`config.mk`:
```
export PLATFORM = sky130hd
export DESIGN_NAME = nibble_tx_flat
export DESIGN_NICKNAME = d
export VERILOG_FILES = /design/src/rtl/nibble_tx_if.sv /design/src/rtl/nibble_tx.sv /design/src/flat_wrapper.sv
export SDC_FILE = /design/constraint.sdc
export NUM_CORES = 1
export LEC_CHECK = 0
export BUFFER_PORTS_ARGS = -buffer_cell sky130_fd_sc_hd__buf_2
export CORE_UTILIZATION = 30
export DETAILED_ROUTE_END_ITERATION = 16
export PLACE_DENSITY = 0.6
export SLEW_MARGIN = 20
export SYNTH_ARGS = -nofsm -noshare
export SYNTH_HDL_FRONTEND = slang
export SYNTH_SLANG_ARGS = --single-unit
```
`constraint.sdc`:
```
create_clock -name clk -period 2 [get_ports clk]
set_input_delay 0.1 -clock clk [delete_from_list [all_inputs] [get_ports clk]]
set_output_delay 0.1 -clock clk [all_outputs]
set_load 0.005 [all_outputs]
```
`src/rtl/nibble_tx_if.sv`:
```
// Byte-in / nibble-out bus bundle for nibble_tx.
// slave  : the transmitter (accepts bytes, drives the nibble stream)
// master : the environment (supplies bytes, observes the nibble stream)
interface nibble_tx_if;
  logic [7:0] byte_in;
  logic       byte_valid;
  logic       byte_ready;
  logic [3:0] din;
  logic       valid;
  logic       toggle;

  modport master (
    output byte_in, byte_valid,
    input  byte_ready, din, valid, toggle
  );

  modport slave (
    input  byte_in, byte_valid,
    output byte_ready, din, valid, toggle
  );
endinterface

```
`src/rtl/nibble_tx.sv`:
```
// nibble_tx: buffers bytes in a small FIFO and sends each one as two
// valid-qualified nibbles, with toggle flipping once per byte.
// Optional feature macro: CKSUM_EN -- after every PKT_LEN data bytes an
// extra byte carrying the XOR of those bytes is sent with normal framing.
//
// state | meaning
// IDLE  | waiting for a byte (FIFO head or pending checksum); one cycle minimum
// NIB0  | first nibble on din, valid=1
// GAP0  | GAP_CYCLES idle cycles after the first nibble
// NIB1  | second nibble on din, valid=1
// GAP1  | GAP_CYCLES idle cycles after the second nibble
module nibble_tx #(
  parameter int FIFO_DEPTH = 4,
  parameter int GAP_CYCLES = 1,
  parameter int LSN_FIRST  = 0,
  parameter int PKT_LEN    = 4
) (
  input  logic                          clk,
  input  logic                          reset,
  nibble_tx_if.slave                    bus,
  output logic                          busy,
  output logic [$clog2(FIFO_DEPTH):0]   level
);

  localparam int         AW       = $clog2(FIFO_DEPTH);
  localparam int         LW       = AW + 1;
  localparam bit         FIRST_HI = (LSN_FIRST == 0);
  localparam logic [3:0] GAP_LOAD = 4'(GAP_CYCLES - 1);

  typedef enum logic [2:0] {IDLE, NIB0, GAP0, NIB1, GAP1} state_t;

  logic [7:0]    mem [FIFO_DEPTH];
  logic [AW-1:0] wr_ptr, rd_ptr;
  logic [LW-1:0] count;
  logic          full, empty, push, pop, load, ck_pending;
  logic [7:0]    head, ld_byte;

  state_t        state_q, state_d;
  logic [3:0]    gap_q, gap_d;
  logic [7:0]    cur_q;
  logic [3:0]    din_q, din_d;
  logic          valid_q, valid_d, toggle_q;

  function automatic logic [3:0] nib_sel(input logic [7:0] b, input logic hi);
    return hi ? b[7:4] : b[3:0];
  endfunction

  assign full           = (count == LW'(FIFO_DEPTH));
  assign empty          = (count == '0);
  assign bus.byte_ready = reset & ~full;
  assign push           = bus.byte_valid & bus.byte_ready;
  assign head           = mem[rd_ptr];
  // A pending checksum byte goes out before any further FIFO byte.
  assign load           = (state_q == IDLE) & (~empty | ck_pending);
  assign pop            = load & ~ck_pending;

`ifdef CKSUM_EN
  localparam int CW = $clog2(PKT_LEN + 1);
  logic [7:0]    acc_q;
  logic [CW-1:0] cnt_q;

  assign ck_pending = (cnt_q == CW'(PKT_LEN));
  assign ld_byte    = ck_pending ? acc_q : head;

  // Running XOR of data bytes; cleared when the checksum byte is taken.
  always_ff @(posedge clk) begin
    if (!reset) begin
      acc_q <= '0;
      cnt_q <= '0;
    end else if (load) begin
      if (ck_pending) begin
        acc_q <= '0;
        cnt_q <= '0;
      end else begin
        acc_q <= acc_q ^ head;
        cnt_q <= cnt_q + 1'b1;
      end
    end
  end
`else
  // PKT_LEN has no effect without the checksum feature.
  assign ck_pending = 1'b0 && (PKT_LEN > 0);
  assign ld_byte    = head;
`endif

  // Byte FIFO: pointers wrap naturally since the depth is a power of two.
  always_ff @(posedge clk) begin
    if (!reset) begin
      wr_ptr <= '0;
      rd_ptr <= '0;
      count  <= '0;
    end else begin
      if (push) begin
        mem[wr_ptr] <= bus.byte_in;
        wr_ptr      <= wr_ptr + 1'b1;
      end
      if (pop) rd_ptr <= rd_ptr + 1'b1;
      case ({push, pop})
        2'b10:   count <= count + 1'b1;
        2'b01:   count <= count - 1'b1;
        default: count <= count;
      endcase
    end
  end

  // Next state plus the next registered din/valid, so nibbles leave a flop.
  always_comb begin
    state_d = state_q;
    gap_d   = gap_q;
    din_d   = 4'h0;
    valid_d = 1'b0;
    case (state_q)
      IDLE: if (load) begin
        state_d = NIB0;
        valid_d = 1'b1;
        din_d   = nib_sel(ld_byte, FIRST_HI);
      end
      NIB0: if (GAP_CYCLES == 0) begin
        state_d = NIB1;
        valid_d = 1'b1;
        din_d   = nib_sel(cur_q, !FIRST_HI);
      end else begin
        state_d = GAP0;
        gap_d   = GAP_LOAD;
      end
      GAP0: if (gap_q == 4'd0) begin
        state_d = NIB1;
        valid_d = 1'b1;
        din_d   = nib_sel(cur_q, !FIRST_HI);
      end else begin
        gap_d = gap_q - 4'd1;
      end
      NIB1: if (GAP_CYCLES == 0) begin
        state_d = IDLE;
      end else begin
        state_d = GAP1;
        gap_d   = GAP_LOAD;
      end
      GAP1: if (gap_q == 4'd0) state_d = IDLE;
            else gap_d = gap_q - 4'd1;
      default: state_d = IDLE;
    endcase
  end

  // State, gap timer, held byte and output registers.
  always_ff @(posedge clk) begin
    if (!reset) begin
      state_q  <= IDLE;
      gap_q    <= '0;
      cur_q    <= '0;
      din_q    <= '0;
      valid_q  <= 1'b0;
      toggle_q <= 1'b0;
    end else begin
      state_q <= state_d;
      gap_q   <= gap_d;
      din_q   <= din_d;
      valid_q <= valid_d;
      if (load) cur_q <= ld_byte;
      if (state_q == NIB1) toggle_q <= ~toggle_q;
    end
  end

  assign bus.din    = din_q;
  assign bus.valid  = valid_q;
  assign bus.toggle = toggle_q;
  assign busy       = ~empty | (state_q != IDLE) | ck_pending;
  assign level      = count;

endmodule

```
`src/flat_wrapper.sv`:
```
// flat-port wrapper written by rule: the top's interface ports become plain ports
module nibble_tx_flat 
#(
  parameter int FIFO_DEPTH = 4,
  parameter int GAP_CYCLES = 1,
  parameter int LSN_FIRST  = 0,
  parameter int PKT_LEN    = 4
)
  (clk, reset, busy, level, bus_byte_in, bus_byte_valid, bus_byte_ready, bus_din, bus_valid, bus_toggle);
  nibble_tx_if bus_i ();
  input  logic clk;
  input  logic reset;
  output logic busy;
  output logic [$clog2(FIFO_DEPTH):0] level;
  input wire logic [$bits(bus_i.byte_in)-1:0] bus_byte_in;
  input wire logic [$bits(bus_i.byte_valid)-1:0] bus_byte_valid;
  output wire logic [$bits(bus_i.byte_ready)-1:0] bus_byte_ready;
  output wire logic [$bits(bus_i.din)-1:0] bus_din;
  output wire logic [$bits(bus_i.valid)-1:0] bus_valid;
  output wire logic [$bits(bus_i.toggle)-1:0] bus_toggle;
  assign bus_i.byte_in = bus_byte_in;
  assign bus_i.byte_valid = bus_byte_valid;
  assign bus_byte_ready = bus_i.byte_ready;
  assign bus_din = bus_i.din;
  assign bus_valid = bus_i.valid;
  assign bus_toggle = bus_i.toggle;
  nibble_tx #(.FIFO_DEPTH(FIFO_DEPTH), .GAP_CYCLES(GAP_CYCLES), .LSN_FIRST(LSN_FIRST), .PKT_LEN(PKT_LEN)) u_core (.clk(clk), .reset(reset), .bus(bus_i), .busy(busy), .level(level));
endmodule
```
==> results.txt, run 1 <==
For this run the aggregate overflow at the end of global routing stands at 0. The number of remaining DRC errors is 0. The power per cell area is ~1400 nW/um^2.

After synthesis, the cell types taking the most area are sky130_fd_sc_hd__edfxtp_1, sky130_fd_sc_hd__dfxtp_1, sky130_fd_sc_hd__mux4_2. Setup repair after global routing left no endpoint under its margin. Of the total synthesized cell area, the portion taken by XOR and XNOR cells is 0.0284. Input and output buffers added on the ports amount to 21.

The clock insertion delay at the later pin of the skew report is between 0.3 and 0.4 ns. The adder and majority cell fraction of the synthesized area came out at 0.0437. The total routed wirelength is slightly above 4000 um. For the worst setup path, the data arrival time is approximately 2.1 ns. The total of warnings raised by yosys came out at 0. The slew at the pin closest to its max-slew limit is 0.428 ns. The routed via count is ~1400.

The area fraction in compound gates after synthesis is 0.0787. The height of the die came out at between 90 and 100 um. The number of library cell types mapped by synthesis came out at 46.

The relative slew slack came out at 0.715. The number of flops mapped to enable cells by yosys is 32. The top cell type's share of synthesized area is 0.390. The critical path goes through nor3_4 -> and2b_4 -> ha_4 -> inv_1 -> fa_2 -> xor2_1 -> or3_1 -> a21oi_1. Across every metal layer, demand over resource in global routing totals 0.102. The worst hold slack came out at about 0.024 ns. 0 antenna diodes ended up in the layout. Entering global routing, the biggest net connects 22 pins.

The highest achievable clock rate came out at 532 MHz. The average routed wire per standard cell is about 12 um. Using the TritonRoute via totals, the vias-per-cell ratio works out to 4.38. The total nets after synthesis is ~200. The die width came out at 92.6 um. By count the netlist is led by sky130_fd_sc_hd__edfxtp_1, sky130_fd_sc_hd__dfxtp_1, sky130_fd_sc_hd__nor2_1. The layout has 777 filler cells. The area of the die came out at 8580 um^2. By startpoint and endpoint, the worst setup path is classified as flip-flop to flip-flop. The capturing element type of the critical path is a flip-flop.

After synthesis the netlist holds a flip-flop and latch count of between 50 and 60. The worst setup path is launched from a flip-flop. Relative to the synthesized area, the layout overhead comes to 22.8%.

The final number of setup-violating endpoints is 0. The cell leakage power is 0.00110 uW. In this run the worst path has a maximum fanout of 3. The area occupied by multi-input gates came out at around 910 um^2. The TritonCTS buffer count came out at 9. Of the total synthesized cell area, the portion taken by AND, OR, NAND and NOR gates is 0.117.

The number of DRC markers after the initial detailed-route iteration is just under 60. The dominant combinational cell family by area after synthesis is simple AND/OR/NAND/NOR gates. After clock tree synthesis, the clock-pin slew on the worst setup and hold paths is approximately 0.070 ns. The slowest stage of the critical path is the sky130_fd_sc_hd__dfxtp_2 cell. The largest area contributor in the netlist is sky130_fd_sc_hd__edfxtp_1. Subtracting the final worst setup slack from the clock period gives around 1.9 ns. The clock sink count is 58. Of the synthesized area, sequential elements account for 0.601. No sink is reached through more buffers than the 2 on the longest clock path. The post-synthesis instance area came out at approximately 2500 um^2. The number of H-tree levels is 3. Clock tree synthesis selected as its root buffer the cell sky130_fd_sc_hd__clkbuf_8. The initial cell density of the core came out at 0.314. The number of nets still failing antenna checks after routing is 0. The portion of synthesized area spent on multiplexers is 0.0894.

The most instantiated library cell after synthesis is sky130_fd_sc_hd__edfxtp_1. Of the cells placed in the final design, the portion with a size suffix greater than 1 is 0.294. The wire length of the first global-routing pass is around 6500 um. The via count of the first global-routing pass is 1409. The number of rows in the core area came out at 32. The area taken by flip-flops and latches came out at 1490 um^2. The peak supply drop came out at roughly 0.36 mV. The boundary pin count came out at 22. The number of antenna violations at the first check in global routing is 0. The final-layout setup total negative slack is 0 ns. The number of nets in the layout is approximately 240. The routability congestion estimate came out at just over 0.8. TritonCTS built the clock tree. The number of search-and-repair iterations in the first detailed-routing pass came out at 4. The post-synthesis average cell area is about 13 um^2. Among all flip-flop cells after synthesis, the most frequent one is sky130_fd_sc_hd__edfxtp_1. The maximum clock skew at final layout is about 0.0085 ns. At the worst endpoint, the required time is 2.26 ns. For this run, the slowest stage of the critical path takes roughly 0.33 ns. The number of max-cap violations came out at 0. The utilization after layout is 0.386. After floorplanning, the core was sized to cover around 7800 um^2. The number of pins exceeding their max-slew limit in the final report came to 0. The share of async-settable or async-resettable flops after synthesis came out at 0. In this run the worst hold path is classified as primary input to flip-flop. The flow ran to the end, and the final reports show no timing, DRC or antenna violations. The half-perimeter wire length after placement came out at roughly 2800 um. Of the available clock period, the critical path in the final layout requires 0.940. The count of mapped cells out of synthesis came out at 185.

The number of endpoints with negative hold slack in the final report is 0.
==> placed cells by master (no fill, tap or decap), types with 4 or more instances in the layout <==
| master | count |
|---|---|
| sky130_fd_sc_hd__buf_4 | 7 |
| sky130_fd_sc_hd__buf_2 | 21 |
| sky130_fd_sc_hd__nor2_1 | 21 |
| sky130_fd_sc_hd__clkbuf_8 | 9 |
| sky130_fd_sc_hd__xor2_1 | 4 |
| sky130_fd_sc_hd__dfxtp_1 | 22 |
| sky130_fd_sc_hd__mux2i_1 | 4 |
| sky130_fd_sc_hd__dfxtp_2 | 4 |
| sky130_fd_sc_hd__mux4_2 | 8 |
| sky130_fd_sc_hd__ha_1 | 6 |
| sky130_fd_sc_hd__nand2_1 | 8 |
| sky130_fd_sc_hd__a21oi_1 | 7 |
| sky130_fd_sc_hd__dlygate4sd3_1 | 7 |
| sky130_fd_sc_hd__a22oi_1 | 4 |
| sky130_fd_sc_hd__xnor2_1 | 4 |
| sky130_fd_sc_hd__inv_1 | 11 |
| sky130_fd_sc_hd__and2_1 | 4 |
| sky130_fd_sc_hd__edfxtp_1 | 32 |
==> timing repair <==
action / in CTS / in global routing
resized for setup: 0 / 3
setup buffers: 0 / 0
setup endpoints to repair: 0 / 1
hold buffers: 7 / 0
hold endpoints to repair: 28 / 0
==> power by group <==
part | total, uW | internal [uW] | switching [uW]
registers | 1570 | 1440 | 130
logic | 1270 | 637 | 629
clock network | 1270 | 822 | 445
==> sequential cells by signal, summed over array words and instances, names as in the netlist, named ones only <==
register,flops
u_core.level,3
u_core.bus.toggle,1
u_core.wr_ptr,2
u_core.mem,32
u_core.rd_ptr,2
u_core.bus.din,4
u_core.bus.valid,1
u_core.gap_q,4
u_core.state_q,3
u_core.cur_q,4
==> through the flow <==
step / std cells / area [um^2] / worst slack [ns] / power, uW
2_1_floorplan: 185 / 2490 / 0.0246 / 2560
3_3_place_gp: 307 / 2710 / 0.0938 / 2830
3_5_place_dp: 307 / 2710 / 0.0673 / 2850
4_1_cts: 330 / 3020 / 0.0470 / 4150
5_1_grt: 330 / 3030 / 0.0266 / 4350
6_report: 330 / 3030 / 0.119 / 4110
==> cell type report <==
type	instances	area share
tap	102	0.0422
timing repair buffer	35	0.0753
clock buffer	10	0.0422
sequential	58	0.491
clock inverter	6	0.0352
multi-input combinational	108	0.300
inverter	11	0.0136
==> per-layer routing <==
layer | wire, um | GRT usage
met1 | 1950 | 0.123
met2 | 1930 | 0.162
met3 | 178 | 0.0353
met4 | 46 | 0.0538
met5 | 0 | 0
==> final timing paths <==
kind | start | slack [ns] | end | depth (start not counted)
hold / removal | bus_byte_in[5] | 0.02 | u_core.mem[0][5]$_DFFE_PP_ | 1
setup reg to reg | u_core.state_q[2]$_SDFFE_PN0P_ | 0.12 | u_core.level[2]$_SDFFE_PN0P_ | 8
hold reg to reg | u_core.cur_q[1]$_SDFFE_PN0N_ | 0.50 | u_core.cur_q[1]$_SDFFE_PN0N_ | 2
setup / recovery | u_core.state_q[2]$_SDFFE_PN0P_ | 0.12 | u_core.level[2]$_SDFFE_PN0P_ | 8
==> kinds of logic after synthesis <==
| kind of cell | Yosys count |
|---|---|
| mux | 12 |
| fa+ha+maj | 8 |
| simple gates | 54 |
| buf+inv | 19 |
| compound gates | 26 |
| xor+xnor | 8 |
| flops | 58 |
==> critical path: cells and delay by family (launching register included) <==
family	cells	cell delay (ns)
AND/OR/NAND/NOR	3	0.69
adder cells (fa/ha/maj)	2	0.46
flip-flops	1	0.33
XOR/XNOR	1	0.15
AO/OA/AOI/OAI	1	0.13
buffers and inverters	1	0.04
(Power assumes the default switching activity.)
==> run 2, diff against run 1 <==
- PLACE_DENSITY: 0.6 -> 0.58
- clock period: 2 -> 2.1 ns (I/O delays scaled with it)
==> run 2 against run 1 <==
Compared with the run above: clock-buffer cell count fell by 1; clock power fell by 9%; flip-flop and latch count did not move; fmax fell by 6.7%; worst hold slack improved by 0.090 ns; via count rose by 3.6%; non-clock buffer count rose by 2; critical path type unchanged; largest cell class unchanged.
==> results.txt, run 2 (synthesis gave the netlist of run 1 again) <==
The overall track demand over capacity in global routing came out at 0.113 (+0.0104). The class of the tightest hold or removal check is primary input to flip-flop. The number of nets in the layout is 244 (+0.83%). Leaving out fill and tap cells, the most frequent cell in the layout is sky130_fd_sc_hd__edfxtp_1. The residual overflow from global routing is 0 (unchanged). The number of I/O port buffers came out at 21 (unchanged). The peak supply drop came to 0.443 mV (+24%). The worst setup slack for register-to-register paths came out at 0.09 ns (-0.03 ns). The flip-flop count of the largest register after layout is 32 (unchanged). The number of H-tree levels came out at 3 (unchanged). The routed via count came out at 1499 (+3.6%). The height of the die came to 92.6 um (unchanged). The average routed wire per standard cell came to 12.9 um (+3.8%).

The maximum clock skew at final layout is 0.0101 ns (+0.00153 ns). The total routed wirelength was 4290 um (+4.4%). STA classifies the critical path startpoint as a flip-flop.

The half-perimeter wire length after placement was 2900 um (+2.0%). The critical path data required time is 2.36 ns (+0.10 ns). The TritonCTS buffer count is 9 (unchanged). The minimum clock period came out at 2.01 ns (+0.134 ns). The clock-pin slew reported for the worst setup and hold paths after clock tree synthesis is 0.07 ns (about the same). The power per cell area is 1280 nW/um^2 (-6.0%). The maximum number of pins on one net before global-route repair is 22 (unchanged). The depth of the worst register-to-register path is 8 (unchanged). The clock insertion delay at the later pin of the skew report came out at 0.33 ns (about the same). The number of nets still failing antenna checks after routing came out at 0 (unchanged). The worst path arrival time came to 2.27 ns (+0.13 ns). The number of search-and-repair iterations in the first detailed-routing pass is 4 (unchanged).

Counting flops per register, the top entry is u_core.mem. The largest individual stage delay along the critical path comes from the cell sky130_fd_sc_hd__fa_1. The run finished with clean final reports. The area of the core is 7850 um^2 (unchanged). The number of DRC markers after the initial detailed-route iteration came out at 37 (-37%). The number of endpoints with negative hold slack in the final report is 0 (unchanged). The number of cells in the finished layout apart from fillers is 332 (+0.61%).

The die width came to 92.6 um (unchanged). The highest achievable clock rate came out at 496 MHz (-6.7%). The launch point of the worst reg-to-reg path is u_core.state_q[2]$_SDFFE_PN0P_. The critical path class is flip-flop to flip-flop. Traced cell by cell, the critical path runs through nor3_4 -> and2b_4 -> ha_2 -> inv_1 -> fa_1 -> xor2_1 -> or3_1 -> a21oi_1. The top cell types in the final layout, fill and taps aside, are sky130_fd_sc_hd__edfxtp_1, sky130_fd_sc_hd__dfxtp_1, sky130_fd_sc_hd__nor2_1, sky130_fd_sc_hd__buf_2, sky130_fd_sc_hd__inv_1. The number of rows in the core area was 32 (unchanged). The boundary pin count is 22 (unchanged). The end of the worst register-to-register path is u_core.level[2]$_SDFFE_PN0P_. The highest net fanout along the worst path is 3 (unchanged). The number of pins exceeding their max-slew limit in the final report is 0 (unchanged). The number of antenna violations at the first check in global routing is 0 (unchanged). The final clock period utilization by the worst path came to 0.959 (+0.0191). The worst hold path depth is 3 (+2). The final instance area is 3020 um^2 (about the same). The final-layout fill cell count came out at 796 (+2.4%). The clock sink count was 58 (unchanged). The relative slew slack is 0.708 (-0.00697).

The slew at the pin closest to its max-slew limit is 0.438 ns (+0.0105 ns). The stage delay of the slowest cell on the critical path came out at 0.37 ns (+0.04 ns). The maximum buffer depth of the clock tree came out at 2 (unchanged). The number of max-cap violations came out at 0 (unchanged). The cell leakage power came out at 0.00111 uW (+0.24%). The mean number of vias per cell is 4.52 (+3.0%). The final number of setup-violating endpoints is 0 (unchanged).

The initial cell density of the core is 0.314 (unchanged). Setup repair after global routing left no endpoint under its margin. The area after detailed placement was 2690 um^2 (-0.65%). The path with the worst hold slack has its endpoint at u_core.gap_q[3]$_SDFFE_PN0P_.

The final-layout setup total negative slack is 0 ns (unchanged). The antenna diode instance count was 0 (unchanged). The via count of the first global-routing pass came out at 1443 (+2.4%).

The wire length of the first global-routing pass came out at 7110 um (+9.1%). The capturing element type of the critical path is a flip-flop. The number of placed cells counting well taps came out at 307 (unchanged). The number of remaining DRC errors came out at 0 (unchanged). The area of the die came out at 8580 um^2 (unchanged). The signed area change from the synthesized netlist to the final layout is 22.7% (about the same). The clock root buffer is sky130_fd_sc_hd__clkbuf_8.

The worst hold path begins at reset. The routability congestion estimate came out at 0.765 (-6.0%). The proportion of layout cells with a drive suffix above 1 is 0.300 (+0.00614). TritonCTS built the clock tree.
run 2: cell types whose count changed in the layout (fill, tap and decap cells not counted), sizes merged:
cell / change
inv: +1
bufinv: -1
clkinv: +1
dlygate4sd3: +1
clkbuf: -1
buf: +1
run 2: power breakdown:
| part | switching (uW) | total [uW] | internal, uW |
|---|---|---|---|
| combinational | 603 | 1210 | 602 |
| clock | 479 | 1160 | 677 |
| sequential | 121 | 1500 | 1370 |
| total | 1200 | 3860 | 2650 |
run 2: how the worst max path moves through the flow:
stage                                   startpoint                            to  slack (ns)  cells after the start
finish              u_core.state_q[2]$_SDFFE_PN0P_  u_core.level[2]$_SDFFE_PN0P_        0.09                      8
global route        u_core.state_q[2]$_SDFFE_PN0P_  u_core.level[2]$_SDFFE_PN0P_       0.006                      8
CTS                   u_core.level[0]$_SDFFE_PN0P_  u_core.level[2]$_SDFFE_PN0P_        0.05                      9
detailed placement    u_core.level[0]$_SDFFE_PN0P_  u_core.level[2]$_SDFFE_PN0P_        0.08                      9
global placement      u_core.level[0]$_SDFFE_PN0P_  u_core.level[2]$_SDFFE_PN0P_        0.13                      9
floorplan             u_core.level[0]$_SDFFE_PN0P_  u_core.level[2]$_SDFFE_PN0P_        0.02                      9
run 2: layout make-up:
| class | count | area [um^2] | area share |
|---|---|---|---|
| inverter | 11 | 41.3 | 0.0137 |
| clock inverter | 7 | 103 | 0.0339 |
| multi-input combinational | 108 | 896 | 0.296 |
| tap | 102 | 128 | 0.0422 |
| sequential | 58 | 1490 | 0.492 |
| timing repair buffer | 37 | 245 | 0.0811 |
| clock buffer | 9 | 124 | 0.0410 |
run 2: worst max-delay path, delay by kind of cell, from the launching register on:
kind,cells,cell delay (ns)
compound gates,1,0.14
xor+xnor,1,0.16
fa+ha+maj,2,0.55
buf+inv,1,0.05
flops,1,0.34
simple gates,3,0.70
run 2: what timing repair did:
item,4_1_cts,5_1_grt
hold endpoints to repair,32,0
buffers inserted,0,1
endpoints found under the setup margin,0,1
resized for setup,0,6
hold buffers,8,0
run 2: layer usage:
| layer | wire [um] | share of wire | track usage | vias up |
|---|---|---|---|---|
| li1 | - | - | - | 751 |
| met1 | 1980 | 0.46 | 0.140 | 716 |
| met2 | 2050 | 0.48 | 0.173 | 27 |
| met3 | 190 | 0.044 | 0.0476 | 5 |
| met4 | 71 | 0.017 | 0.0462 | 0 |
| met5 | 0 | 0 | 0 | - |
run 2: through the flow:
stage,util,power (uW),hold slack [ns],setup WS (ns)
finish,0.385,3860,0.113,0.0852
global route,0.385,4110,0.119,0.00616
CTS,0.382,3870,0.0970,0.0486
detailed placement,0.343,2690,0.330,0.0795
global placement,0.343,2670,0.322,0.128
floorplan,-,2410,0.204,0.0230
==> run 3, diff against run 2 <==
--- a/config.mk
+++ b/config.mk
@@ -7,2 +7,3 @@
 export LEC_CHECK = 0
+export ABC_AREA = 1
 export BUFFER_PORTS_ARGS = -buffer_cell sky130_fd_sc_hd__buf_2
==> constraint.sdc (replaced) <==
create_clock -name clk -period 2 [get_ports clk]
set_input_delay 0.4 -clock clk [delete_from_list [all_inputs] [get_ports clk]]
set_output_delay 0.4 -clock clk [all_outputs]
set_load 0.005 [all_outputs]
==> run 3 against run 2 <==
Compared with the run above: worst hold slack improved by 0.17 ns; die area did not move; sequential share of layout area rose by 1.8 points; combinational power rose by 11%; critical path type unchanged; area after synthesis did not move; largest cell class unchanged; routed wire length rose by 5.5%.
==> results.txt, run 3 <==
The slew at the pin closest to its max-slew limit came out at 0.311 ns (-0.127 ns). The stage delay of the slowest cell on the critical path is 0.37 ns (about the same). The length of routed wiring on met1 is 2010 um (+1.7%). The TritonCTS buffer count came out at 9 (unchanged).

The overall track demand over capacity in global routing is 0.121 (+0.00831). The maximum clock skew at final layout came out at 0.00949 ns (-0.000583 ns). The routed via count is 1686 (+12%).

The post-synthesis instance area is 2460 um^2 (unchanged). The number of rows in the core area is 32 (unchanged). The final clock period utilization by the worst path is 0.868 (-0.0912). The endpoint identified for the worst register-to-register timing path is u_core.level[2]$_SDFFE_PN0P_. By instance count, the leading cell after synthesis is sky130_fd_sc_hd__nor2_1. The number of I/O port buffers came out at 21 (unchanged).

The final-layout fill cell count came out at 803 (+0.88%). The area of the core came out at 7850 um^2 (unchanged). The maximum number of pins on one net before global-route repair was 17 (-23%). The relative slew slack is 0.792 (+0.0839). The cell leakage power came out at 0.00114 uW (+2.7%). The xor and xnor fraction of the mapped netlist area is 0.0107 (-0.0178).

The worst path arrival time was 1.97 ns (-0.30 ns). The total of warnings raised by yosys is 0 (unchanged). The boundary pin count came out at 22 (unchanged). The final-layout setup total negative slack is 0 ns (unchanged). The maximum buffer depth of the clock tree is 2 (unchanged). The critical path data required time came out at 2.24 ns (-0.12 ns). The number of DRC markers after the initial detailed-route iteration came out at 105 (+180%).

The number of antenna violations at the first check in global routing is 0 (unchanged). The critical path goes through nor2_4 -> nand2_2 -> nor2_4 -> ha_1 -> inv_1 -> fa_1 -> a21oi_1 -> o21ai_0 -> nor2_1 -> nor2_1. The critical path startpoint category is a flip-flop. The share of async-settable or async-resettable flops after synthesis came out at 0 (unchanged).

The die width was 92.6 um (unchanged). The final number of setup-violating endpoints was 0 (unchanged). The commonest cells after synthesis are sky130_fd_sc_hd__nor2_1, sky130_fd_sc_hd__edfxtp_1, sky130_fd_sc_hd__o21ai_0. The half-perimeter wire length after placement is 3160 um (+8.9%). The minimum clock period was 1.74 ns (-0.278 ns).

The number of max-cap violations came out at 0 (unchanged). The clock sink count is 58 (unchanged). The fraction of synthesized area in multiplexers is 0 (-0.0894). The sequential fraction of the synthesis area came out at 0.601 (unchanged). The routability congestion estimate came out at 0.719 (-6.0%). The highest layer touched by signal routing is met4. The dominant combinational cell family by area after synthesis is simple AND/OR/NAND/NOR gates. The flip-flop count of the largest register after layout came out at 32 (unchanged). The highest achievable clock rate came to 576 MHz (+16%). The worst hold slack is 0.281 ns (+0.168 ns). The routed length on met3 is 234 um (+23%). The number of H-tree levels came out at 3 (unchanged). The initial cell density of the core came out at 0.314 (unchanged).

The mean number of vias per cell was 4.37 (-3.3%). The number of library cell types mapped by synthesis is 27 (-41%). The destination of the worst hold path is u_core.mem[2][3]$_DFFE_PP_. The simple-gate share of the synthesized area is 0.177 (+0.0604). The proportion of layout cells with a drive suffix above 1 came to 0.232 (-0.0676). Sorting the synthesized cells by area gives the leading types as sky130_fd_sc_hd__edfxtp_1, sky130_fd_sc_hd__dfxtp_1, sky130_fd_sc_hd__nor2_1.

The total routed wirelength came out at 4530 um (+5.5%). The number of nets in the layout came out at 299 (+23%). The average routed wire per standard cell is 11.7 um (-9.3%). The highest net fanout along the worst path is 5 (+2). The depth of the worst register-to-register path is 10 (+2). The number of endpoints with negative hold slack in the final report is 0 (unchanged). The clock-pin slew reported for the worst setup and hold paths after clock tree synthesis came out at 0.07 ns (about the same).

The number of nets still failing antenna checks after routing came out at 0 (unchanged). The worst hold path belongs to the class primary input to flip-flop. The total nets after synthesis is 265 (+30%). The slowest stage of the critical path belongs to the cell sky130_fd_sc_hd__fa_1. The flow ran to the end, and the final reports show no timing, DRC or antenna violations. The post-synthesis average cell area is 10.0 um^2 (-25%). Among all flip-flop cells after synthesis, the most frequent one is sky130_fd_sc_hd__edfxtp_1. The clock insertion delay at the later pin of the skew report was 0.34 ns (about the same). The peak supply drop was 0.408 mV (-7.9%). STA classifies the critical path endpoint as a flip-flop. The number of search-and-repair iterations in the first detailed-routing pass was 4 (unchanged). The worst hold path depth is 1 (-2). The height of the die is 92.6 um (unchanged). The count of mapped cells out of synthesis was 246 (+33%). The wire length of the first global-routing pass is 7620 um (+7.3%).

The residual overflow from global routing is 0 (unchanged). The power per cell area is 1400 nW/um^2 (+10%). The number of flops mapped to enable cells by yosys came out at 32 (unchanged). The area of the die came to 8580 um^2 (unchanged).

The antenna diode instance count came out at 0 (unchanged). The signed area change from the synthesized netlist to the final layout is 18.0%. The most common library cell in the layout ignoring fill and taps is sky130_fd_sc_hd__nor2_1. The flip-flop and latch count after synthesis was 58 (unchanged). The worst setup slack for register-to-register paths came out at 0.26 ns (+0.18 ns). The critical path class is flip-flop to flip-flop. The largest register by flop count is u_core.mem. The number of pins exceeding their max-slew limit in the final report is 0 (unchanged).

The startpoint identified for the worst hold timing path is bus_byte_in[3]. The area fraction in compound gates after synthesis came out at 0.106 (+0.0274). The number of placed cells counting well taps came out at 371 (+21%).

The number of remaining DRC errors came out at 0 (unchanged). The number of cells in the finished layout apart from fillers is 386 (+16%). Setup repair after global routing left no endpoint under its margin. In this run the critical register-to-register path is launched from u_core.state_q[2]$_SDFFE_PN0P_. The synthesized design spends more area on one cell type than any other, namely sky130_fd_sc_hd__edfxtp_1. The routed wire length on met2 came to 2230 um (+8.5%).

The CTS tree is built. The area taken by flip-flops and latches came out at 1480 um^2 (-0.34%). In the layout the commonest cells are sky130_fd_sc_hd__nor2_1, sky130_fd_sc_hd__edfxtp_1, sky130_fd_sc_hd__o21ai_0. The via count of the first global-routing pass was 1631 (+13%). The adder and majority cell fraction of the synthesized area came out at 0.0437 (unchanged). The clock root buffer is sky130_fd_sc_hd__clkbuf_8. The area occupied by multi-input gates is 832 um^2 (-7.1%). The top cell type's share of synthesized area came out at 0.390 (unchanged).
-- run 3: worst max-delay path by stage --
stage                                              start                           end  slack (ns)  cells after the start
after detailed placement    u_core.level[0]$_SDFFE_PN0P_  u_core.level[2]$_SDFFE_PN0P_        0.26                     10
after CTS                   u_core.level[0]$_SDFFE_PN0P_  u_core.level[2]$_SDFFE_PN0P_        0.25                     10
final                     u_core.state_q[2]$_SDFFE_PN0P_  u_core.level[2]$_SDFFE_PN0P_        0.26                     10
after floorplan           u_core.state_q[0]$_SDFFE_PN0P_  u_core.level[2]$_SDFFE_PN0P_        0.18                     11
after global routing        u_core.level[1]$_SDFFE_PN0P_  u_core.level[2]$_SDFFE_PN0P_        0.02                     11
after global placement      u_core.level[0]$_SDFFE_PN0P_  u_core.level[2]$_SDFFE_PN0P_        0.30                     10
-- run 3: kinds of logic (layout without fill, tap and decap cells) --
group	count (synthesis)	after routing
simple gates	100	100
flops	58	58
compound gates	47	47
buf+inv	30	68
fa+ha+maj	8	8
xor+xnor	3	3
-- run 3: report_power, final --
group,switching (uW),internal [uW]
combinational,829,507
sequential,145,1470
clock,449,687
-- run 3: what timing repair did --
action	in CTS	in global routing
buffers inserted	0	0
hold buffers	0	0
setup endpoints to repair	0	1
resized for setup	0	1
-- run 3: area by class of cell --
| type | instances | area share |
|---|---|---|
| repair buffers | 30 | 0.0594 |
| inverters | 23 | 0.0297 |
| clock buffers | 9 | 0.0426 |
| multi-input cells | 158 | 0.286 |
| flip-flops and latches | 58 | 0.510 |
| clock inverters | 6 | 0.0284 |
| well taps | 102 | 0.0439 |
-- run 3: stage by stage --
stage	util	power, uW	setup WS [ns]	instance area [um^2]
floorplan	-	2700	0.181	2460
global placement	0.344	2970	0.300	2700
detailed placement	0.344	2990	0.256	2700
CTS	0.370	4140	0.249	2910
global route	0.370	4420	0.0244	2910
finish	0.370	4080	0.263	2910
-- run 3: metal layers --
metal | global-route usage | vias to the layer above
li1 | - | 876
met1 | 0.135 | 779
met2 | 0.197 | 26
met3 | 0.0567 | 5
met4 | 0.0538 | 0
met5 | 0 | -
-- run 3: worst max-delay path, delay by kind of cell, from the launching register on --
family | cells | cell delay (ns)
compound gates | 2 | 0.25
flops | 1 | 0.36
fa+ha+maj | 2 | 0.51
buf+inv | 1 | 0.06
simple gates | 5 | 0.45
